File: config.mk
export PLATFORM = sky130hd
export DESIGN_NAME = iter_divider_flat
export DESIGN_NICKNAME = d
export VERILOG_FILES = /design/src/rtl/iter_divider_pkg.sv /design/src/rtl/iter_divider_if.sv /design/src/rtl/iter_divider_step.sv /design/src/rtl/iter_divider.sv /design/src/flat_wrapper.sv
export SDC_FILE = /design/constraint.sdc
export NUM_CORES = 1
export LEC_CHECK = 0
export CORE_UTILIZATION = 54
export CTS_CLUSTER_DIAMETER = 50
export CTS_CLUSTER_SIZE = 24
export DETAILED_ROUTE_END_ITERATION = 8
export MAX_ROUTING_LAYER = met4
export PLACE_DENSITY = 0.86
export SLEW_MARGIN = 10
export SYNTH_ARGS = -nofsm -noshare
export SYNTH_HDL_FRONTEND = slang
export SYNTH_HIERARCHICAL = 1
export SYNTH_SLANG_ARGS = --single-unit
File: constraint.sdc
create_clock -name clk -period 4.7 [get_ports clk]
set_clock_uncertainty 0.1 [all_clocks]
set_input_delay 0.47 -clock clk [delete_from_list [all_inputs] [get_ports clk]]
set_output_delay 0.47 -clock clk [all_outputs]
set_load 0.02 [all_outputs]
File: src/rtl/iter_divider_pkg.sv
// Shared definitions for the iterative radix-2 divider: FSM states, div_op
// bit positions and the default operand width.
package div_pkg;

  localparam int DIV_WIDTH_DEFAULT = 32;

  localparam int DIV_OP_SGN  = 0;
  localparam int DIV_OP_USGN = 1;

  typedef enum logic [1:0] {
    IDLE = 2'd0,
    CALC = 2'd1,
    FIX  = 2'd2,
    DONE = 2'd3
  } div_state_e;

endpackage

File: src/rtl/iter_divider_if.sv
// Request/response bundle for iter_divider, including the flush control.
interface iter_divider_if
  import div_pkg::*;
#(
  parameter int WIDTH = DIV_WIDTH_DEFAULT
);

  logic               flush;
  logic [1:0]         div_op;
  logic [WIDTH-1:0]   dividend;
  logic [WIDTH-1:0]   divisor;
  logic               div_in_valid;
  logic               div_in_ready;
  logic [2*WIDTH-1:0] div_result;
  logic               div_out_valid;
  logic               div_out_ready;

  modport master (
    output flush, div_op, dividend, divisor, div_in_valid, div_out_ready,
    input  div_in_ready, div_result, div_out_valid
  );

  modport slave (
    input  flush, div_op, dividend, divisor, div_in_valid, div_out_ready,
    output div_in_ready, div_result, div_out_valid
  );

endinterface

File: src/rtl/iter_divider_step.sv
// One restoring division iteration on unsigned magnitudes.
module div_step #(
  parameter int WIDTH = 32
) (
  input  logic [WIDTH-1:0] rem_in,
  input  logic [WIDTH-1:0] dmag,
  input  logic             dbit,
  output logic [WIDTH-1:0] rem_out,
  output logic             q_bit
);

  logic [WIDTH:0] shifted;
  logic [WIDTH:0] diff;

  assign shifted = {rem_in, dbit};
  assign diff    = shifted - {1'b0, dmag};
  // Partial remainder stays below dmag, so a borrow lands exactly in bit WIDTH.
  assign q_bit   = ~diff[WIDTH];
  assign rem_out = q_bit ? diff[WIDTH-1:0] : shifted[WIDTH-1:0];

endmodule

File: src/rtl/iter_divider.sv
// Iterative signed/unsigned divider: one setup cycle, WIDTH restoring steps,
// a sign-fix cycle, then the result is held in DONE until consumed.
module iter_divider
  import div_pkg::*;
#(
  parameter int WIDTH = DIV_WIDTH_DEFAULT
) (
  input logic         clk,
  input logic         rst,
  iter_divider_if.slave bus
);

  localparam int CW = $clog2(WIDTH + 1);

  div_state_e state, state_nxt;
  logic [CW-1:0] cnt;
  logic          accept;
  logic          in_ready;

  logic signed [WIDTH-1:0] a_q;
  logic signed [WIDTH-1:0] b_q;
  logic                    sgn_q;
  logic [WIDTH-1:0]        rem;
  logic [WIDTH-1:0]        shreg;
  logic [WIDTH-1:0]        dmag;
  logic [WIDTH-1:0]        step_rem;
  logic                    step_q;
  logic [2*WIDTH-1:0]      result_q;
  logic [2*WIDTH-1:0]      result_fix;
  logic                    neg_q;
  logic                    neg_r;

  function automatic logic [WIDTH-1:0] neg_if(input logic [WIDTH-1:0] v,
                                               input logic neg);
    return neg ? (~v + WIDTH'(1)) : v;
  endfunction

  function automatic logic [WIDTH-1:0] mag(input logic signed [WIDTH-1:0] v,
                                            input logic sgn);
    return neg_if(v, sgn & v[WIDTH-1]);
  endfunction

  always_comb begin
    state_nxt = state;
    in_ready  = (state == IDLE) || ((state == DONE) && bus.div_out_ready);
    accept    = bus.div_in_valid && in_ready && !bus.flush;
    case (state)
      IDLE: if (accept) state_nxt = CALC;
      CALC: if (cnt == CW'(WIDTH)) state_nxt = FIX;
      FIX:  state_nxt = DONE;
      DONE: if (bus.div_out_ready) state_nxt = accept ? CALC : IDLE;
      default: state_nxt = IDLE;
    endcase
    if (bus.flush) state_nxt = IDLE;
  end

  always_ff @(posedge clk) begin
    if (rst) begin
      state <= IDLE;
      cnt   <= '0;
    end else begin
      state <= state_nxt;
      cnt   <= ((state == CALC) && (state_nxt == CALC)) ? cnt + CW'(1) : '0;
    end
  end

  assign bus.div_in_ready  = in_ready;
  assign bus.div_out_valid = (state == DONE);
  assign bus.div_result    = result_q;

  // ---- stage: operand capture and iteration (cnt 0 loads magnitudes) ----
  div_step #(.WIDTH(WIDTH)) u_step (
    .rem_in  (rem),
    .dmag    (dmag),
    .dbit    (shreg[WIDTH-1]),
    .rem_out (step_rem),
    .q_bit   (step_q)
  );

  always_ff @(posedge clk) begin
    if (accept) begin
      a_q   <= bus.dividend;
      b_q   <= bus.divisor;
      sgn_q <= bus.div_op[DIV_OP_SGN] & ~bus.div_op[DIV_OP_USGN];
    end
    if (state == CALC) begin
      if (cnt == '0) begin
        rem   <= '0;
        shreg <= mag(a_q, sgn_q);
        dmag  <= mag(b_q, sgn_q);
      end else begin
        rem   <= step_rem;
        shreg <= {shreg[WIDTH-2:0], step_q};
      end
    end
  end

  // ---- stage: sign correction and result register ----
  assign neg_q = sgn_q & (a_q[WIDTH-1] ^ b_q[WIDTH-1]);
  assign neg_r = sgn_q & a_q[WIDTH-1];
  // Zero divisor bypasses the datapath so the dividend is returned untouched.
  assign result_fix = (b_q == '0) ? {a_q, {WIDTH{1'b1}}}
                                  : {neg_if(rem, neg_r), neg_if(shreg, neg_q)};

  always_ff @(posedge clk) begin
    if (rst) begin
      result_q <= '0;
    end else if ((state == FIX) && !bus.flush) begin
      result_q <= result_fix;
    end
  end

endmodule

File: src/flat_wrapper.sv
// flat-port wrapper written by rule: the top's interface ports become plain ports
module iter_divider_flat import div_pkg::*;
#(
  parameter int WIDTH = DIV_WIDTH_DEFAULT
)
  (clk, rst, bus_flush, bus_div_op, bus_dividend, bus_divisor, bus_div_in_valid, bus_div_out_ready, bus_div_in_ready, bus_div_result, bus_div_out_valid);
  iter_divider_if #(.WIDTH(WIDTH)) bus_i ();
  input logic clk;
  input logic rst;
  input wire logic [$bits(bus_i.flush)-1:0] bus_flush;
  input wire logic [$bits(bus_i.div_op)-1:0] bus_div_op;
  input wire logic [$bits(bus_i.dividend)-1:0] bus_dividend;
  input wire logic [$bits(bus_i.divisor)-1:0] bus_divisor;
  input wire logic [$bits(bus_i.div_in_valid)-1:0] bus_div_in_valid;
  input wire logic [$bits(bus_i.div_out_ready)-1:0] bus_div_out_ready;
  output wire logic [$bits(bus_i.div_in_ready)-1:0] bus_div_in_ready;
  output wire logic [$bits(bus_i.div_result)-1:0] bus_div_result;
  output wire logic [$bits(bus_i.div_out_valid)-1:0] bus_div_out_valid;
  assign bus_i.flush = bus_flush;
  assign bus_i.div_op = bus_div_op;
  assign bus_i.dividend = bus_dividend;
  assign bus_i.divisor = bus_divisor;
  assign bus_i.div_in_valid = bus_div_in_valid;
  assign bus_i.div_out_ready = bus_div_out_ready;
  assign bus_div_in_ready = bus_i.div_in_ready;
  assign bus_div_result = bus_i.div_result;
  assign bus_div_out_valid = bus_i.div_out_valid;
  iter_divider #(.WIDTH(WIDTH)) u_core (.clk(clk), .rst(rst), .bus(bus_i));
endmodule
==> results list <==
- Outcome: completed
- For the worst setup path, the data arrival time is between 4 and 5 ns.
- Placed Instance Area: 14,700 sq um
* Fraction of final layout cells sized beyond drive strength 1: under 10%
- Number of levels in the clock H-tree: 1
- After filler insertion, the fill cell instance count of the layout stands at 1,869.
- Total Neg Setup Slack: 0 ns
- Worst Setup Start Kind: flop
* Unrepaired setup endpoints after global routing: false
- Vertical die dimension: 158 microns
- The core region is between 20,000 and 25,000 sq um.
- The die covers roughly 25,000 sq um.
* Length of the first detailed-routing pass in iterations: 5
- Clock tree synthesis found a total of between 200 and 250 sinks.
- Post-Synthesis Mean Instance Area: 10.1 sq um
- The count of cells in the finished layout, fillers not included, comes to 1,753.
* Maximum fanout encountered on the critical timing path: 22
- Total congestion overflow: 0
* Final Hold Viols: 0
* Class of the tightest hold or removal check: reg2reg
* Post-DR wirelength/cell: roughly 18 microns
* Power Dens Cells: 315 nW/um^2
- Number of storage elements in the synthesis netlist: 233
* Leakage power: 5.71 nW
* CTS tree: yes
- Die Width: 158 microns
- After floorplanning, the core was divided into 56 placement rows.
- The clock reaches the later pin of the worst-skew pair after 0.55 ns.
* Most frequent cell after synthesis: edfxtp_1
* Cell total after placement: ~1,700
- The number of global-route vias before repair is 9,815.
* Port Buffer Count: 136
* Required arrival time at the worst endpoint: 4.89 ns
* CTS root buf: clkbuf_16
* Register area share after synthesis: 47.7%
- At the pin with the least slew margin, the transition time is 1.16 ns.
* Routability congestion estimate from global placement: ~0.93
- 137 I/O pins were placed.
* Setup violations, final: 0
* Maximum clock rate: 250 MHz
- Of the available clock period, the critical path in the final layout requires 85.0%.
- In the synthesized netlist the async set-or-reset flop fraction comes to 0%.
- The area growth from synthesis to layout is 18.5%.
- Ranked by instance count, the synthesized netlist is headed by edfxtp_1, nor2_1, o21ai_0.
- Cells after synthesis: 1,302
* Minimum clock period: 4.00 ns
* Number of antenna cells inserted: 0
* Number of remaining DRC errors: 0
- Utilization after layout: 65.8%
- The routed layout has between 10,000 and 15,000 vias.
* Largest net degree at the start of global routing: 65
- Ranked by total cell area, the synthesized netlist is headed by edfxtp_1, dfxtp_1, xnor2_1.
* Total of max-cap violations: 0
- During synthesis, Yosys emitted a total of 6 warnings.
- Critical path capture point type: flop
- In the final design database the tool counted approximately 1,500 nets.
- Antenna violations before repair: 0
- Half-perimeter wire length after placement: 24,000 microns
- After routing the design area is 15,600 sq um.
- For this run, the total global-route usage over all layers was measured as 26.5%.
* Count of flip-flops with a built-in enable after synthesis: around 160
* Setup Buffers After CTS: 0
- Counting the buffers created by CTS gives 25.
* Flip-flop cell with the highest count after synthesis: edfxtp_1
- Worst Path Class, Setup: reg2reg
* Effective utilization at floorplan: 55.5%
- Summed over all instances, the cell type with the most area after synthesis is edfxtp_1.
* Area of the mapped netlist: 13,200 sq um
* Count of antenna-violating nets left after detailed routing: 0
- Register Area: 6280 sq um
- Number of distinct library cell variants in the gate-level netlist after synthesis: 86
* Number of design-rule violations left by the first detailed-router iteration: between 900 and 1,000
- Number of vias per cell: 5.89
- Clock transition time at the flip-flop clock pins of the worst setup and hold paths: 0.07 ns
- Total area of multi-input combinational cells: approximately 6400 sq um
- Synthesis produced a netlist with a net count of 1,412.
* Final wirelength: approximately 32,000 microns
* Maximum buffer depth of the clock tree: 3
* Slew margin rel.: 22.8%
- Summed over its instances, the top area cell type makes up between 30% and 40% of the synthesized netlist area.
- VDD IR-drop max: 0.000292 V
* Hold_buf cts: 0
- The first global-routing pass estimated 50,200 microns of wire.
* Final number of max-transition violations: 0
- # resized after CTS: 0
==> registers in the layout, summed over array words and instances (netlist names) <==
name,flops
u_core/a_q,32
u_core/b_q,32
u_core/bus.div_result,64
u_core/cnt,6
u_core/dmag,32
u_core/rem,32
u_core/sgn_q,1
u_core/shreg,32
u_core/state,2
==> power breakdown <==
part / switching [mW] / internal (mW)
clock: 0.946 / 1.05
sequential: 0.0785 / 2.27
combinational: 0.287 / 0.267
==> cell usage in the layout (no fill, tap or decap), types with 9 or more instances in the layout <==
cell / synthesis / routed
clkbuf_16: 0 / 25
nor3_1: 25 / 25
a31oi_1: 26 / 26
xor2_1: 73 / 73
o21ai_0: 90 / 90
and3_1: 13 / 13
and2_1: 40 / 40
buf_4: 4 / 11
o21ai_1: 26 / 26
mux2_4: 19 / 19
or4_1: 9 / 9
dfxtp_1: 72 / 72
nor4_1: 13 / 13
nor2_1: 124 / 122
o22ai_1: 28 / 28
ha_1: 38 / 38
edfxtp_1: 161 / 161
clkdlybuf4s50_1: 0 / 136
nand4_1: 9 / 9
o31ai_1: 11 / 11
a21o_1: 19 / 19
nand3_1: 24 / 24
xnor2_1: 74 / 74
a21oi_1: 63 / 63
nand2_1: 87 / 87
inv_1: 57 / 56
==> metal layers <==
layer	track usage, %	vias up	share of wire (%)
met3	3.04	90	6.3
li1	-	4983	-
met4	11.4	0	4.4
met1	32.1	4824	40
met2	44.9	420	49
met5	-	-	0
==> area by class of cell <==
type | count | share of cell area [%]
timing repair buffer | 147 | 9.27
sequential | 233 | 40.3
clock buffer | 25 | 4.02
multi-input combinational | 949 | 40.9
inverter | 59 | 1.42
tap | 319 | 2.56
clock inverter | 21 | 1.50
==> per-stage QoR <==
step           hold WS (ns)  power [mW]  setup slack [ns]
2_1_floorplan         0.330        2.76              1.33
3_3_place_gp          0.338        2.93             0.793
3_5_place_dp          0.354        2.94             0.709
4_1_cts               0.361        4.94             0.673
5_1_grt               0.370        5.08             0.448
6_report              0.365        4.91             0.703
==> worst paths after layout <==
path | startpoint | to | slack (ns) | depth (start not counted)
setup / recovery | u_core/shreg[31] | u_core/rem[4] | 0.70 | 14
hold reg to reg | u_core/cnt[0] | u_core/cnt[0] | 0.36 | 1
hold / removal | u_core/cnt[0] | u_core/cnt[0] | 0.36 | 1
setup reg to reg | u_core/shreg[31] | u_core/rem[4] | 0.70 | 14
==> cells by family (layout without fill, tap and decap cells) <==
kind of cell	count (synthesis)	in the layout	synth area share, %
flops	233	233	47.7
xor+xnor	147	147	9.79
buf+inv	120	252	3.86
fa+ha+maj	39	39	3.77
compound gates	329	329	15.5
simple gates	409	409	16.7
mux	25	25	2.65
==> worst max-delay path, cell delays in order, from the launching register on <==
cell,delay [ns]
edfxtp_1,0.41
inv_1,0.06
ha_1,0.21
fa_1,0.39
and2b_1,0.22
o2111ai_1,0.15
a21oi_2,0.24
o2111ai_1,0.22
a211oi_2,0.29
nor2_2,0.10
mux2i_1,0.14
and2_4,0.21
inv_2,0.47
mux2_1,0.37
and2_1,0.13
(Power assumes the default switching activity.)
